### src/rtl/apb_loader_pkg.sv
// Shared types and default widths for the APB image loader.
package apb_loader_pkg;

    localparam int AMBA_WORD_DEF       = 24;
    localparam int AMBA_ADDR_DEPTH_DEF = 12;
    localparam int RESULT_ADDR_DEF     = 4095;

    typedef enum logic [2:0] {
        IDLE      = 3'd0,
        WAIT_DATA = 3'd1,
        SETUP     = 3'd2,
        ACCESS    = 3'd3,
        RD_SETUP  = 3'd4,
        RD_ACCESS = 3'd5,
        DONE      = 3'd6
    } state_t;

    // True in the states that drive an APB transfer (PSEL high).
    function automatic logic is_bus_state(input state_t s);
        return (s == SETUP) || (s == ACCESS) || (s == RD_SETUP) || (s == RD_ACCESS);
    endfunction

endpackage

### src/rtl/apb_addr_counter.sv
// Holds base address, pixel count and write index; produces base+index
// (wrapping) and a flag saying the current index is the final pixel.
module apb_addr_counter
    import apb_loader_pkg::*;
#(
    parameter int Addr_W = AMBA_ADDR_DEPTH_DEF
) (
    input  logic              clk,
    input  logic              rst,
    input  logic              load,
    input  logic              inc,
    input  logic [Addr_W-1:0] base_in,
    input  logic [Addr_W-1:0] num_in,
    output logic [Addr_W-1:0] addr,
    output logic              last
);
    logic [Addr_W-1:0] base_q, base_d;
    logic [Addr_W-1:0] num_q,  num_d;
    logic [Addr_W-1:0] idx_q,  idx_d;

    // Next-state for the latched parameters and the running index.
    always_comb begin
        base_d = base_q;
        num_d  = num_q;
        idx_d  = idx_q;
        if (load) begin
            base_d = base_in;
            num_d  = num_in;
            idx_d  = '0;
        end else if (inc) begin
            idx_d  = idx_q + {{(Addr_W-1){1'b0}}, 1'b1};
        end else begin
            idx_d  = idx_q;
        end
    end

    // Counter registers with synchronous active-low reset.
    always_ff @(posedge clk) begin
        if (!rst) begin
            base_q <= '0;
            num_q  <= '0;
            idx_q  <= '0;
        end else begin
            base_q <= base_d;
            num_q  <= num_d;
            idx_q  <= idx_d;
        end
    end

    assign addr = base_q + idx_q;
    // Compared one bit wider so index+1 cannot wrap at the top of the range.
    assign last = (({1'b0, idx_q}) + (Addr_W+1)'(1)) >= {1'b0, num_q};

endmodule

### src/rtl/apb_image_loader.sv
// Streams pixel words into consecutive APB addresses, then reads back a
// single result word from a fixed address.
module apb_image_loader
    import apb_loader_pkg::*;
#(
    parameter int Amba_Word       = AMBA_WORD_DEF,
    parameter int Amba_Addr_Depth = AMBA_ADDR_DEPTH_DEF,
    parameter int Result_Addr     = RESULT_ADDR_DEF
) (
    input  logic                       clk,
    input  logic                       rst,
    input  logic                       start,
    input  logic [Amba_Addr_Depth-1:0] base_addr,
    input  logic [Amba_Addr_Depth-1:0] num_words,
    input  logic                       pix_valid,
    input  logic [Amba_Word-1:0]       pix_data,
    output logic                       pix_ready,
    output logic [Amba_Addr_Depth-1:0] PADDR,
    output logic                       PSEL,
    output logic                       PENABLE,
    output logic                       PWRITE,
    output logic [Amba_Word-1:0]       PWDATA,
    input  logic [Amba_Word-1:0]       PRDATA,
    input  logic                       PREADY,
    input  logic                       PSLVERR,
    output logic                       busy,
    output logic                       done,
    output logic [Amba_Word-1:0]       result,
    output logic                       err
);
    localparam logic [Amba_Addr_Depth-1:0] RES_ADDR = Amba_Addr_Depth'(Result_Addr);

    state_t                     state_q, state_d;
    logic [Amba_Word-1:0]       pwdata_q, pwdata_d;
    logic [Amba_Word-1:0]       result_q, result_d;
    logic                       err_q, err_d;
    logic                       cnt_load_s, cnt_inc_s, cnt_last_s;
    logic [Amba_Addr_Depth-1:0] cnt_addr_s;

    apb_addr_counter #(.Addr_W(Amba_Addr_Depth)) u_cnt (
        .clk     (clk),
        .rst     (rst),
        .load    (cnt_load_s),
        .inc     (cnt_inc_s),
        .base_in (base_addr),
        .num_in  (num_words),
        .addr    (cnt_addr_s),
        .last    (cnt_last_s)
    );

    // Next-state logic and datapath updates of the load sequencer.
    always_comb begin
        state_d    = state_q;
        pwdata_d   = pwdata_q;
        result_d   = result_q;
        err_d      = err_q;
        cnt_load_s = 1'b0;
        cnt_inc_s  = 1'b0;
        case (state_q)
            IDLE: begin
                if (start) begin
                    cnt_load_s = 1'b1;
                    err_d      = 1'b0;
                    state_d    = (num_words == '0) ? RD_SETUP : WAIT_DATA;
                end else begin
                    state_d    = IDLE;
                end
            end
            WAIT_DATA: begin
                if (pix_valid) begin
                    pwdata_d = pix_data;
                    state_d  = SETUP;
                end else begin
                    state_d  = WAIT_DATA;
                end
            end
            SETUP:    state_d = ACCESS;
            ACCESS: begin
                if (PREADY) begin
                    cnt_inc_s = 1'b1;
                    err_d     = err_q | PSLVERR;
                    state_d   = cnt_last_s ? RD_SETUP : WAIT_DATA;
                end else begin
                    state_d   = ACCESS;
                end
            end
            RD_SETUP: state_d = RD_ACCESS;
            RD_ACCESS: begin
                if (PREADY) begin
                    result_d = PRDATA;
                    err_d    = err_q | PSLVERR;
                    state_d  = DONE;
                end else begin
                    state_d  = RD_ACCESS;
                end
            end
            DONE:     state_d = IDLE;
            default:  state_d = IDLE;
        endcase
    end

    // State and datapath registers; reset abandons any transfer in flight.
    always_ff @(posedge clk) begin
        if (!rst) begin
            state_q  <= IDLE;
            pwdata_q <= '0;
            result_q <= '0;
            err_q    <= 1'b0;
        end else begin
            state_q  <= state_d;
            pwdata_q <= pwdata_d;
            result_q <= result_d;
            err_q    <= err_d;
        end
    end

    // Every output is a register or a pure decode of state_q.
    assign PSEL      = is_bus_state(state_q);
    assign PENABLE   = (state_q == ACCESS) || (state_q == RD_ACCESS);
    assign PWRITE    = (state_q == SETUP) || (state_q == ACCESS);
    assign PADDR     = ((state_q == RD_SETUP) || (state_q == RD_ACCESS)) ? RES_ADDR : cnt_addr_s;
    assign PWDATA    = pwdata_q;
    assign pix_ready = (state_q == WAIT_DATA);
    assign busy      = (state_q != IDLE);
    assign done      = (state_q == DONE);
    assign result    = result_q;
    assign err       = err_q;

endmodule

### config.mk
export PLATFORM = sky130hd
export DESIGN_NAME = apb_image_loader
export DESIGN_NICKNAME = d
export VERILOG_FILES = /design/src/rtl/apb_loader_pkg.sv /design/src/rtl/apb_addr_counter.sv /design/src/rtl/apb_image_loader.sv
export SDC_FILE = /design/constraint.sdc
export NUM_CORES = 1
export LEC_CHECK = 0
export BUFFER_PORTS_ARGS = -buffer_cell sky130_fd_sc_hd__buf_4
export CAP_MARGIN = 20
export CORE_MARGIN = 4
export CORE_UTILIZATION = 53
export CTS_BUF_LIST = sky130_fd_sc_hd__clkbuf_4
export DETAILED_ROUTE_END_ITERATION = 10
export HOLD_SLACK_MARGIN = 0.15
export PLACE_DENSITY = 0.89
export SLEW_MARGIN = 15
export SYNTH_ARGS = -nofsm -noshare
export SYNTH_HDL_FRONTEND = slang
export SYNTH_HIERARCHICAL = 1
export SYNTH_SLANG_ARGS = --single-unit
### constraint.sdc
create_clock -name clk -period 2.85 [get_ports clk]
set_input_delay 0.285 -clock clk [delete_from_list [all_inputs] [get_ports clk]]
set_output_delay 0.285 -clock clk [all_outputs]
set_load 0.02 [all_outputs]
After elaboration in Yosys (flattened, before gate mapping)
Index checks and enable logic that the tools add are counted.

operators by class
  add/subtract/negate cells = 3
  magnitude comparators = 1
  eq/ne operators = 8
  multiplexer cells = 15
  bitwise logic cells = 2
  reductions and logical operators = 14

operators with widths
  kind                                                                      count
  3-bit case mux with 6 select lines                                        1
  12-bit by 1-bit adder with 13-bit output (second input constant)          1
  13-bit by 12-bit >= comparator with 1-bit output                          1
  12-bit by 1-bit adder with 12-bit output (second input constant)          1
  12-bit adder                                                              1
  12-bit zero test                                                          1
  12-bit two-way mux                                                        1
  3-bit two-way mux                                                         4
  3-bit equality test (second input constant)                               3
  3-bit by 2-bit equality test with 1-bit output (second input constant)    2
  1-bit two-way mux                                                         6
  1-bit logical OR                                                          5
  2-bit two-way mux                                                         2
  2-bit AND reduction                                                       2
  2-bit OR reduction                                                        2
  3-bit by 1-bit equality test with 1-bit output (second input constant)    1
  3-bit zero test                                                           1
  3-bit AND reduction                                                       1
  3-bit nonzero test                                                        1
  2-bit by 1-bit inequality test with 1-bit output (second input constant)  1
  2-bit inequality test (second input constant)                             1
  1-bit case mux with 2 select lines                                        1
  2-bit nonzero test                                                        1
  1-bit inverter                                                            1
  1-bit bitwise OR                                                          1

storage, ports and cells
  register bits after elaboration = 88
  output and inout bits = 67
  word-level logic and storage cells = 50

Logic depth before layout (Yosys ltp)
Gate-level depths: netlist of the first run.

  depth after elaboration = 5
  gate-level depth with buffers = 12
  depth with buffers taken out = 11

Hierarchy
The synthesis of the first run kept the hierarchy.

modules (own cells, without submodules)
  module            times used  cells each  area an instance (µm²)
  apb_addr_counter  1           259         2,356.0
  apb_image_loader  1           264         2,125.8

Worst setup path after synthesis of the first run
No wires, ideal clock.

  path type = register to register
  start = reg u_cnt.idx_q[2]
  end = reg state_q[0]
  library setup time = 0.088 ns
  arrival time = 2.394 ns
  path slack = 0.368 ns
  cell stages (with the launch flop) = 13
  path buffers = 2
  period minus slack after synthesis = 2.482 ns
  path through = dfxtp_1 -> buf_2 -> and4_1 -> buf_2 -> and3_1 -> nand3_1 -> xnor2_1 -> ha_1 -> nor2b_1 -> a311oi_1 -> o21ai_0 -> a31o_1 -> o32ai_2

between the ends
  longest elaborated chain between the ends = 5

ends and longest elaborated chain
  element                                           RTL line                 RTL
  start, declared                                   apb_addr_counter.sv:19   logic [Addr_W-1:0] idx_q, idx_d;
  start signal, assigned                            apb_addr_counter.sv:46   idx_q <= idx_d;
  12-bit by 1-bit adder with 13-bit output          apb_addr_counter.sv:52   assign last = (({1'b0, idx_q}) + (Addr_W+1)'(1)) >= {1'b0, num_q};
  13-bit by 12-bit >= comparator with 1-bit output  apb_addr_counter.sv:52
  via cnt_last_s                                    apb_image_loader.sv:37   logic cnt_load_s, cnt_inc_s, cnt_last_s;
  3-bit two-way mux                                 apb_image_loader.sv:82   state_d = cnt_last_s ? RD_SETUP : WAIT_DATA;
  3-bit two-way mux                                 apb_image_loader.sv:79   if (PREADY) begin
  3-bit case mux with 6 select lines                apb_image_loader.sv:59   case (state_q)
  end signal, assigned                              apb_image_loader.sv:110  state_q <= state_d;
  end, declared                                     apb_image_loader.sv:33   state_t state_q, state_d;

The timed path passes the listed nets, and every way through them passes these cells.
A chain may end at the register's enable or synchronous reset.

Worst setup path after layout of the first run
  start = reg u_cnt.idx_q[0]
  end = out PADDR[10]

between the ends
  longest elaborated chain between the ends = 2

ends and longest elaborated chain
  element             RTL line                 RTL
  12-bit adder        apb_addr_counter.sv:50   assign addr = base_q + idx_q;
  via cnt_addr_s[10]  apb_image_loader.sv:38   logic [Amba_Addr_Depth-1:0] cnt_addr_s;
  12-bit two-way mux  apb_image_loader.sv:121  assign PADDR = ((state_q == RD_SETUP) || (state_q == RD_ACCESS)) ? RES_ADDR : cnt_addr_s;
  end, declared       apb_image_loader.sv:18   output logic [Amba_Addr_Depth-1:0] PADDR,

The timed path passes the listed nets, and every way through them passes these cells.

==> results.py, run 1 <==
metrics = {
    "sta": {
        "setup_viol": 0,
        "finalCritPeriodShare_pct": 98.0,
        "drv_slew": 0,
        "skew_ns": 0.0135,
        "setup_tns_ns": 0,
        "final_hold_viol_count": 0,
        "worstMarginPinSlew_ns": 1.01,
        "max_freq_mhz": 358,
        "max-slew-margin-rel_pct": 32.6,
        "worst_slack_ns": 0.0581,
        "layout_min_cycle_time_ns": 2.79,
    },
    "critical_path": {
        "cp_common_cell": "buf_6",
        "cp_num_buf_inv": 3,
        "reg2reg_depth": 12,
        "cp-endpoint": "PADDR[10]",
        "critPathKind": "flop to primary output",
        "cpPeakStageDelay_ns": 0.37,
        "crit_required_ns": 2.57,
        "r2r_start": "u_cnt/idx_q[0]",
        "cp.depth": 11,
        "reg2reg_setup_slack_ns": 0.14,
        "arrival_ns": 2.51,
        "startpoint": "u_cnt/idx_q[0]",
        "cp-end-kind": "primary output",
        "critPathSlowestCell": "dfxtp_2",
        "crit_chain": "buf_6 > ha_4 > inv_2 > fa_2 > nand2b_4 > a211o_1 > nand4_1 > a21oi_2 > xnor2_1 > nand2b_1 > buf_6",
        "cp_max_fo": 6,
        "crit_path_start_kind": "flop",
        "critPathTopFamily": "adder cells",
        "regToRegEndpoint": "state_q[0]",
    },
    "yosys": {
        "synth_area_um2": 4480,
        "synth-warning-count": 6,
        "syn_nets": 626,
        "yosys_register_bits": 88,
        "async_reset_ff_share_pct": 0,
        "synth-main-ff-cell": "dfxtp_1",
        "avgSynthCellArea_um2": 8.57,
        "synth-edff-count": 0,
        "ys_seq_area_share_pct": 39.3,
        "netlist_instances": 523,
        "synth_cell_type_count": 53,
    },
    "layout": {
        "mostFrequentLayoutCells": "158 x buf_4, 105 x nand2_1, 81 x dfxtp_1",
        "fin_nets": 841,
        "stdcell_area_um2": 6670,
        "layout-drive-gt1-share_pct": 28.3,
        "final_common_cell": "buf_4",
        "area_growth_pct": 48.8,
    },
    "route": {
        "via_count": 4630,
        "initialDrtViolationCount": 276,
        "ant_nets": 0,
        "drc": 0,
        "routed_wl_um": 14600,
        "drt_first_pass_iters": 5,
        "wl_per_cell_um": 17.2,
        "via_per_inst": 5.45,
    },
    "die": {
        "start_util_pct": 54.5,
        "fp.dieW_um": 100,
        "die_y_um": 100,
        "core_um2": 8220,
        "std_cell_rows": 33,
        "ios": 145,
        "die_area_um2": 9990,
    },
    "pwr": {
        "p_leak_nw": 2.90,
        "irDropWorstVdd_mv": 0.300,
        "p_per_area_nw_per_um2": 404,
        "total_power_w": 0.00270,
    },
    "placed_design": {
        "placed_cell_area_um2": 5600,
        "dpl.hpwl_um": 8430,
        "dp_worst_setup_slack_ns": 0.0832,
        "portBuffers": 144,
        "gp_congestion": 0.829,
    },
    "job": {
        "maxCapViolCount": 0,
    },
    "global_routing": {
        "grt_antenna_before_repair": 1,
        "grt_pass1_vias": 4617,
        "grt_first_pass_wirelength_um": 22200,
        "gr-usage-all-layers_pct": 27.4,
        "globalRouteOverflowTotal": 0,
        "grt_start_max_net_pins": 31,
    },
    "status": {
        "status": "finished, final reports clean",
    },
    "clocking": {
        "cts_tree": "done",
        "cts_root_buffer": "clkbuf_4",
        "clkTransAtPathRegs_ns": 0.15,
        "h-tree-depth": 3,
        "cts_buffers": 9,
        "cts.sinks": 88,
        "clockBufferDepth": 2,
        "clk_latency_ns": 0.43,
    },
    "worst_hold_path": {
        "min_path_type": "input pin to flop",
    },
}
cells in the mapped netlist, types with 2 or more instances:
| cell type | number | area (um2) |
|---|---|---|
| dfxtp_1 | 88 | 1760 |
| inv_1 | 16 | 60.1 |
| a21oi_1 | 65 | 325 |
| xor2_1 | 14 | 123 |
| nor4_1 | 3 | 18.8 |
| buf_6 | 3 | 33.8 |
| a211oi_1 | 3 | 22.5 |
| ha_1 | 24 | 300 |
| buf_4 | 6 | 45.0 |
| buf_2 | 12 | 60.1 |
| mux2i_1 | 25 | 250 |
| nor2b_1 | 26 | 163 |
| and3_4 | 2 | 22.5 |
| nand3_1 | 11 | 55.1 |
| o21ai_0 | 11 | 55.1 |
| or3_1 | 6 | 37.5 |
| and3_1 | 3 | 18.8 |
| nor3b_1 | 2 | 15.0 |
| xnor2_1 | 13 | 114 |
| o21a_1 | 4 | 30.0 |
| nand2b_1 | 17 | 106 |
| nand2_1 | 105 | 394 |
| nand4_1 | 6 | 37.5 |
| and2_1 | 3 | 18.8 |
| a21o_1 | 3 | 22.5 |
| clkbuf_1 | 10 | 37.5 |
| nor2_1 | 15 | 56.3 |
| and4_1 | 2 | 17.5 |
final cells by class:
type | instances | area, um2
repair buffers | 235 | 1970
clock buffers | 9 | 67.6
diodes | 1 | 2.50
fillers | 431 | 1550
clock inverters | 7 | 76.3
well taps | 105 | 131
flip-flops and latches | 88 | 1780
multi-input cells | 387 | 2580
inverters | 17 | 63.8
what timing repair did:
item,CTS,global route
gates resized for setup,9,24
hold buffers,73,0
hold endpoints to repair,73,0
pin swaps,3,5
setup endpoints to repair,5,6
setup buffers,2,9
worst min-delay path by stage:
stage          slack [ns]        from          endpoint  cells after the start
2_1_floorplan        0.41         rst  u_cnt/base_q[11]                      1
3_3_place_gp         0.44  PWDATA[12]        PWDATA[12]                      2
4_1_cts              0.19         rst   u_cnt/base_q[8]                      2
6_report             0.22         rst   u_cnt/base_q[8]                      2
3_5_place_dp         0.45  result[15]        result[15]                      2
5_1_grt              0.22         rst   u_cnt/base_q[8]                      2
power by group:
group / internal [W] / switching, W / leakage, nW
Clock: 0.000276 / 0.000460 / 0.0750
Combinational: 0.000332 / 0.000300 / 2.11
Sequential: 0.00128 / 0.0000463 / 0.719
Total: 0.00189 / 0.000806 / 2.90
per-stage QoR:
stage / utilization [%] / instances / hold slack (ns)
6_report: 81.2 / 849 / 0.224
5_1_grt: 81.2 / 849 / 0.216
4_1_cts: 79.2 / 839 / 0.195
3_5_place_dp: 68.1 / 748 / 0.447
3_3_place_gp: 68.1 / 748 / 0.442
2_1_floorplan: - / 523 / 0.413
metal layers:
layer	vias up	track usage, %	routed length [um]
met5	-	0	0
met2	219	50.6	7610
met1	2159	30.9	5510
met4	0	10.3	469
met3	47	5.35	1020
li1	2205	-	-
cell families after synthesis:
family,Yosys count,synth area share (%)
compound gates,98,13.1
xor+xnor,28,5.64
fa+ha+maj,25,7.15
buf+inv,48,5.36
flops,88,39.3
mux,25,5.58
simple gates,211,23.8
flip-flops by register name, summed over array words and instances (netlist names):
name and cells:
err 1, u_cnt/num_q 12, u_cnt/base_q 12, u_cnt/idx_q 12, state_q 3, result 24
PWDATA 24
No activity file was read; power rests on OpenSTA's default activity.
==> run 2, diff against run 1 <==
--- a/config.mk
+++ b/config.mk
@@ -8,11 +8,10 @@
 export BUFFER_PORTS_ARGS = -buffer_cell sky130_fd_sc_hd__buf_4
 export CAP_MARGIN = 20
 export CORE_MARGIN = 4
-export CORE_UTILIZATION = 53
-export CTS_BUF_LIST = sky130_fd_sc_hd__clkbuf_4
+export CORE_UTILIZATION = 51
 export DETAILED_ROUTE_END_ITERATION = 10
 export HOLD_SLACK_MARGIN = 0.15
-export PLACE_DENSITY = 0.89
+export PLACE_DENSITY = 0.86
 export SLEW_MARGIN = 15
 export SYNTH_ARGS = -nofsm -noshare
 export SYNTH_HDL_FRONTEND = slang
==> run 2 against run 1 <==
Clock power is 23% higher; first-iteration DRC count shrank 53%; register-to-register slack worse by 0.02 ns; hold slack got worse by 0.061 ns; design area fell by 12%; global-route usage decreased by 6.2 points; sequential power about the same; flip-flop and latch count unchanged; critical path depth shrank 3; highest routed layer unchanged.
==> results.py, run 2 (synthesis gave the netlist of run 1 again) <==
metrics = {
    "status": {
        "status": "finished, final reports clean",
    },
    "clocking": {
        "h-tree-depth": 3,
        "cts_root_buffer": "clkbuf_8",
        "cts.sinks": 88,
        "cts_tree": "done",
        "clkTransAtPathRegs_ns": 0.10,
        "clockBufferDepth": 2,
        "cts_buffers": 9,
        "clk_latency_ns": 0.36,
    },
    "die": {
        "ios": 145,
        "core_um2": 8380,
        "die_y_um": 102,
        "start_util_pct": 53.5,
        "std_cell_rows": 33,
        "die_area_um2": 10400,
        "fp.dieW_um": 102,
    },
    "route": {
        "drc": 0,
        "via_per_inst": 5.22,
        "via_count": 4011,
        "routed_wl_um": 11100,
        "wl_per_cell_um": 14.4,
        "drt_first_pass_iters": 5,
        "ant_nets": 0,
        "initialDrtViolationCount": 129,
    },
    "pwr": {
        "netSwitchingFraction_pct": 27.9,
        "seqPwrFrac_pct": 48.2,
        "irDropWorstVdd_mv": 0.239,
        "power.clock.fraction_pct": 33.0,
        "p_per_area_nw_per_um2": 467,
        "combPwrFrac_pct": 18.9,
        "p_leak_nw": 2.58,
        "total_power_w": 0.00275,
        "internal_power_w": 0.00198,
        "p_switching_w": 0.000768,
    },
    "sta": {
        "finalCritPeriodShare_pct": 97.0,
        "max-slew-margin-rel_pct": 45.3,
        "skew_ns": 0.00839,
        "setup_viol": 0,
        "final_hold_viol_count": 0,
        "rsz0062_at_grt": "yes",
        "max_freq_mhz": 362,
        "setup_tns_ns": 0,
        "layout_min_cycle_time_ns": 2.76,
        "worstMarginPinSlew_ns": 0.820,
        "drv_slew": 0,
        "worst_slack_ns": 0.0857,
    },
    "global_routing": {
        "grt_antenna_before_repair": 0,
        "grt_first_pass_wirelength_um": 17800,
        "globalRouteOverflowTotal": 0,
        "grt_start_max_net_pins": 52,
        "gr-usage-all-layers_pct": 21.2,
        "grt_pass1_vias": 3888,
    },
    "critical_path": {
        "reg2reg_setup_slack_ns": 0.12,
        "cp-endpoint": "PADDR[11]",
        "cp_max_fo": 6,
        "crit_path_start_kind": "flop",
        "r2r_start": "u_cnt/idx_q[7]",
        "regToRegEndpoint": "state_q[0]",
        "critPathKind": "flop to primary output",
        "cp-end-kind": "primary output",
        "startpoint": "u_cnt/idx_q[3]",
        "crit_required_ns": 2.57,
        "reg2reg_depth": 11,
        "arrival_ns": 2.48,
    },
    "layout": {
        "area_growth_pct": 31.4,
        "fin_nets": 761,
        "n_antenna_cell": 0,
        "mostFrequentLayoutCells": "152 x buf_4, 105 x nand2_1, 83 x dfxtp_1",
        "final_common_cell": "buf_4",
        "layout.cells.non_filler": 768,
        "layout-drive-gt1-share_pct": 29.6,
    },
    "placed_design": {
        "gp_congestion": 0.870,
        "dpl.hpwl_um": 8380,
        "dp_cells": 748,
        "portBuffers": 144,
        "dp_worst_setup_slack_ns": 0.0751,
    },
    "worst_hold_path": {
        "min_path_type": "input pin to flop",
    },
    "job": {
        "maxCapViolCount": 0,
    },
}
-- run 2: cell types whose count changed in the layout (fill, tap and decap cells not counted), moves of 2 or more --
cell and change:
a21oi_2 -2, dfxtp_1 +2, ha_4 -3, ha_2 +2, a21oi_1 +2, clkbuf_4 -9
dlygate4sd3_1 -71, buf_4 -6, buf_6 -2, dfxtp_4 -2, clkbuf_8 +10
-- run 2: how the worst min path moves through the flow --
stage / start / to / slack, ns / cells past startpoint
finish: pix_data[17] / PWDATA[17] / 0.16 / 3
global placement: result[14] / result[14] / 0.44 / 2
floorplan: rst / u_cnt/base_q[11] / 0.41 / 1
detailed placement: PWDATA[23] / PWDATA[23] / 0.45 / 2
global route: PRDATA[12] / result[12] / 0.15 / 3
CTS: PRDATA[18] / result[18] / 0.15 / 3
-- run 2: stage by stage --
stage | utilization (%) | cell area (um2) | hold slack [ns]
finish | 70.2 | 5890 | 0.163
detailed placement | 66.6 | 5590 | 0.447
CTS | 69.5 | 5820 | 0.150
global route | 70.2 | 5890 | 0.150
global placement | 66.6 | 5590 | 0.441
floorplan | - | 4480 | 0.413
-- run 2: critical path, stage by stage (launching register included) --
cell	delay (ns)
dfxtp_2	0.40
ha_2	0.33
and3_4	0.19
a2111oi_4	0.39
a21oi_2	0.16
a41oi_2	0.25
xnor2_1	0.13
nand2b_1	0.12
buf_4	0.16
-- run 2: layout make-up --
type                            instances  area [um2]
Inverter                               17        63.8
Clock inverter                          6        73.8
Fill cell                             642        2490
Tap cell                              105         131
Clock buffer                           10         138
Multi-Input combinational cell        387        2540
Sequential cell                        88        1770
Timing Repair Buffer                  155        1170
-- run 2: power by group through the flow --
stage / Combinational [W] / Sequential [W] / Clock, W
after CTS: 0.000517 / 0.00133 / 0.000933
final: 0.000519 / 0.00133 / 0.000907
after global routing: 0.000571 / 0.00133 / 0.000981
after global placement: 0.000500 / 0.00135 / 0
after floorplan: 0.000297 / 0.00136 / 0
after detailed placement: 0.000512 / 0.00136 / 0
-- run 2: routing by layer --
| layer | part of all wire, % | vias to the layer above | GRT usage [%] |
|---|---|---|---|
| li1 | - | 2035 | - |
| met1 | 42 | 1817 | 25.6 |
| met2 | 49 | 131 | 37.2 |
| met3 | 6.6 | 28 | 3.51 |
| met4 | 2.7 | 0 | 8.69 |
| met5 | 0 | - | 0 |
-- run 2: timing repair --
item	CTS	global route
buffers inserted	0	1
resized for setup	6	13
hold endpoints to repair	1	1
pin swaps	0	2
setup endpoints to repair	4	6
gates cloned	0	0
hold buffers	1	1
==> run 3, diff against run 2 <==
--- a/config.mk
+++ b/config.mk
@@ -12,6 +12,7 @@
 export DETAILED_ROUTE_END_ITERATION = 10
 export HOLD_SLACK_MARGIN = 0.15
 export PLACE_DENSITY = 0.86
+export SETUP_SLACK_MARGIN = 0.15
 export SLEW_MARGIN = 15
 export SYNTH_ARGS = -nofsm -noshare
 export SYNTH_HDL_FRONTEND = slang
==> run 3 against run 2 <==
Cell count rose by 0.91%; die area did not move; sequential share of layout area fell by 0.56 points; count of clock-buffer cells in the layout did not move; flip-flop and latch count did not move; critical path depth did not move; via count rose by 2.0%; largest cell class unchanged.
==> results.py, run 3 (synthesis gave the netlist of run 1 again) <==
metrics = {
    "die": {
        "die_y_um": 102,
        "die_area_um2": 10400,
        "fp.dieW_um": 102,
        "std_cell_rows": 33,
        "ios": 145,
        "start_util_pct": 53.5,
        "core_um2": 8380,
    },
    "route": {
        "initialDrtViolationCount": 131,
        "drc": 0,
        "ant_nets": 0,
        "wl_per_cell_um": 14.9,
        "via_per_inst": 5.28,
        "via_count": 4090,
        "drt_first_pass_iters": 4,
        "routed_wl_um": 11500,
    },
    "global_routing": {
        "gr-usage-all-layers_pct": 21.2,
        "grt_antenna_before_repair": 0,
        "grt_pass1_vias": 3902,
        "grt_start_max_net_pins": 52,
        "globalRouteOverflowTotal": 0,
        "grt_first_pass_wirelength_um": 17800,
    },
    "layout": {
        "n_antenna_cell": 0,
        "mostFrequentLayoutCells": "154 x buf_4, 105 x nand2_1, 78 x dfxtp_1",
        "layout-drive-gt1-share_pct": 31.9,
        "stdcell_area_um2": 6040,
        "fin_nets": 768,
        "final_common_cell": "buf_4",
        "layout.cells.non_filler": 775,
        "fill_cells": 608,
        "area_growth_pct": 34.7,
    },
    "critical_path": {
        "startpoint": "u_cnt/idx_q[1]",
        "cp_max_fo": 7,
        "critPathKind": "flop to primary output",
        "arrival_ns": 2.41,
        "crit_path_start_kind": "flop",
        "crit_required_ns": 2.57,
        "cp-end-kind": "primary output",
        "r2r_start": "u_cnt/idx_q[7]",
    },
    "sta": {
        "final_hold_viol_count": 0,
        "setup_tns_ns": 0,
        "rsz0062_at_grt": "yes",
        "setup_viol": 0,
        "finalCritPeriodShare_pct": 94.7,
        "max_freq_mhz": 371,
        "worstMarginPinSlew_ns": 0.818,
        "skew_ns": 0.00943,
        "max-slew-margin-rel_pct": 45.5,
        "drv_slew": 0,
        "layout_min_cycle_time_ns": 2.70,
    },
    "placed_design": {
        "dpl.hpwl_um": 8380,
        "gp_congestion": 0.870,
        "portBuffers": 144,
        "dp_cells": 748,
        "placed_cell_area_um2": 5590,
    },
    "pwr": {
        "p_leak_nw": 2.63,
        "total_power_w": 0.00277,
        "p_per_area_nw_per_um2": 459,
        "irDropWorstVdd_mv": 0.242,
    },
    "clocking": {
        "clkTransAtPathRegs_ns": 0.10,
        "clk_latency_ns": 0.35,
        "h-tree-depth": 3,
        "cts_buffers": 9,
        "cts.sinks": 88,
        "cts_tree": "done",
        "cts_root_buffer": "clkbuf_8",
        "clockBufferDepth": 2,
    },
    "status": {
        "status": "finished, final reports clean",
    },
    "worst_hold_path": {
        "min_path_type": "input pin to flop",
        "min_from": "PRDATA[11]",
    },
    "job": {
        "maxCapViolCount": 0,
    },
}
[run 3: cell count changes in the layout (fill, tap and decap cells not counted), sizes merged]
cell	previous run	this run
buf	153	160
[run 3: metrics by stage]
stage                     util, %  hold slack (ns)  setup WS, ns
after global routing         72.0            0.152        0.0681
after detailed placement     66.6            0.447        0.0751
after floorplan                 -            0.413         0.368
final                        72.0            0.166         0.151
after CTS                    70.1            0.150         0.153
after global placement       66.6            0.441         0.247
[run 3: layer usage]
| layer | routed length (um) | GRT usage [%] |
|---|---|---|
| met5 | 0 | 0 |
| met4 | 273 | 8.69 |
| met3 | 783 | 3.51 |
| met2 | 5750 | 37.2 |
| met1 | 4710 | 25.5 |
[run 3: final timing paths]
kind,to,depth (start not counted),slack [ns]
worst min register to register,PWDATA[17],2,0.46
worst min-delay path,result[11],3,0.17
worst max register to register,state_q[0],11,0.23
worst max-delay path,PADDR[11],8,0.15
[run 3: final cells by class]
type / instances / area (um2) / share of cell area (%)
tap: 105 / 131 / 2.18
timing repair buffer: 162 / 1240 / 20.6
sequential: 88 / 1780 / 29.6
inverter: 17 / 63.8 / 1.06
multi-input combinational: 387 / 2600 / 43.1
clock buffer: 10 / 138 / 2.28
clock inverter: 6 / 73.8 / 1.22
[run 3: worst max-delay path, cell delays in order (launching register included)]
cell and delay, ns:
dfxtp_4 0.41, ha_4 0.21, a21o_1 0.22, a2111oi_4 0.44
a21oi_2 0.15, a41oi_2 0.22, xnor2_1 0.14, nand2b_4 0.14
buf_6 0.13
[run 3: where the power goes]
group / internal [W] / switching [W]
Combinational: 0.000270 / 0.000263
Clock: 0.000442 / 0.000470
Sequential: 0.00128 / 0.0000460
Total: 0.00199 / 0.000779
[run 3: timing repair]
item,4_1_cts,5_1_grt
hold buffers,1,1
buffers inserted,2,6
pin swaps,4,10
endpoints found under the hold margin,1,1
gates resized for setup,17,22
setup endpoints to repair,7,7
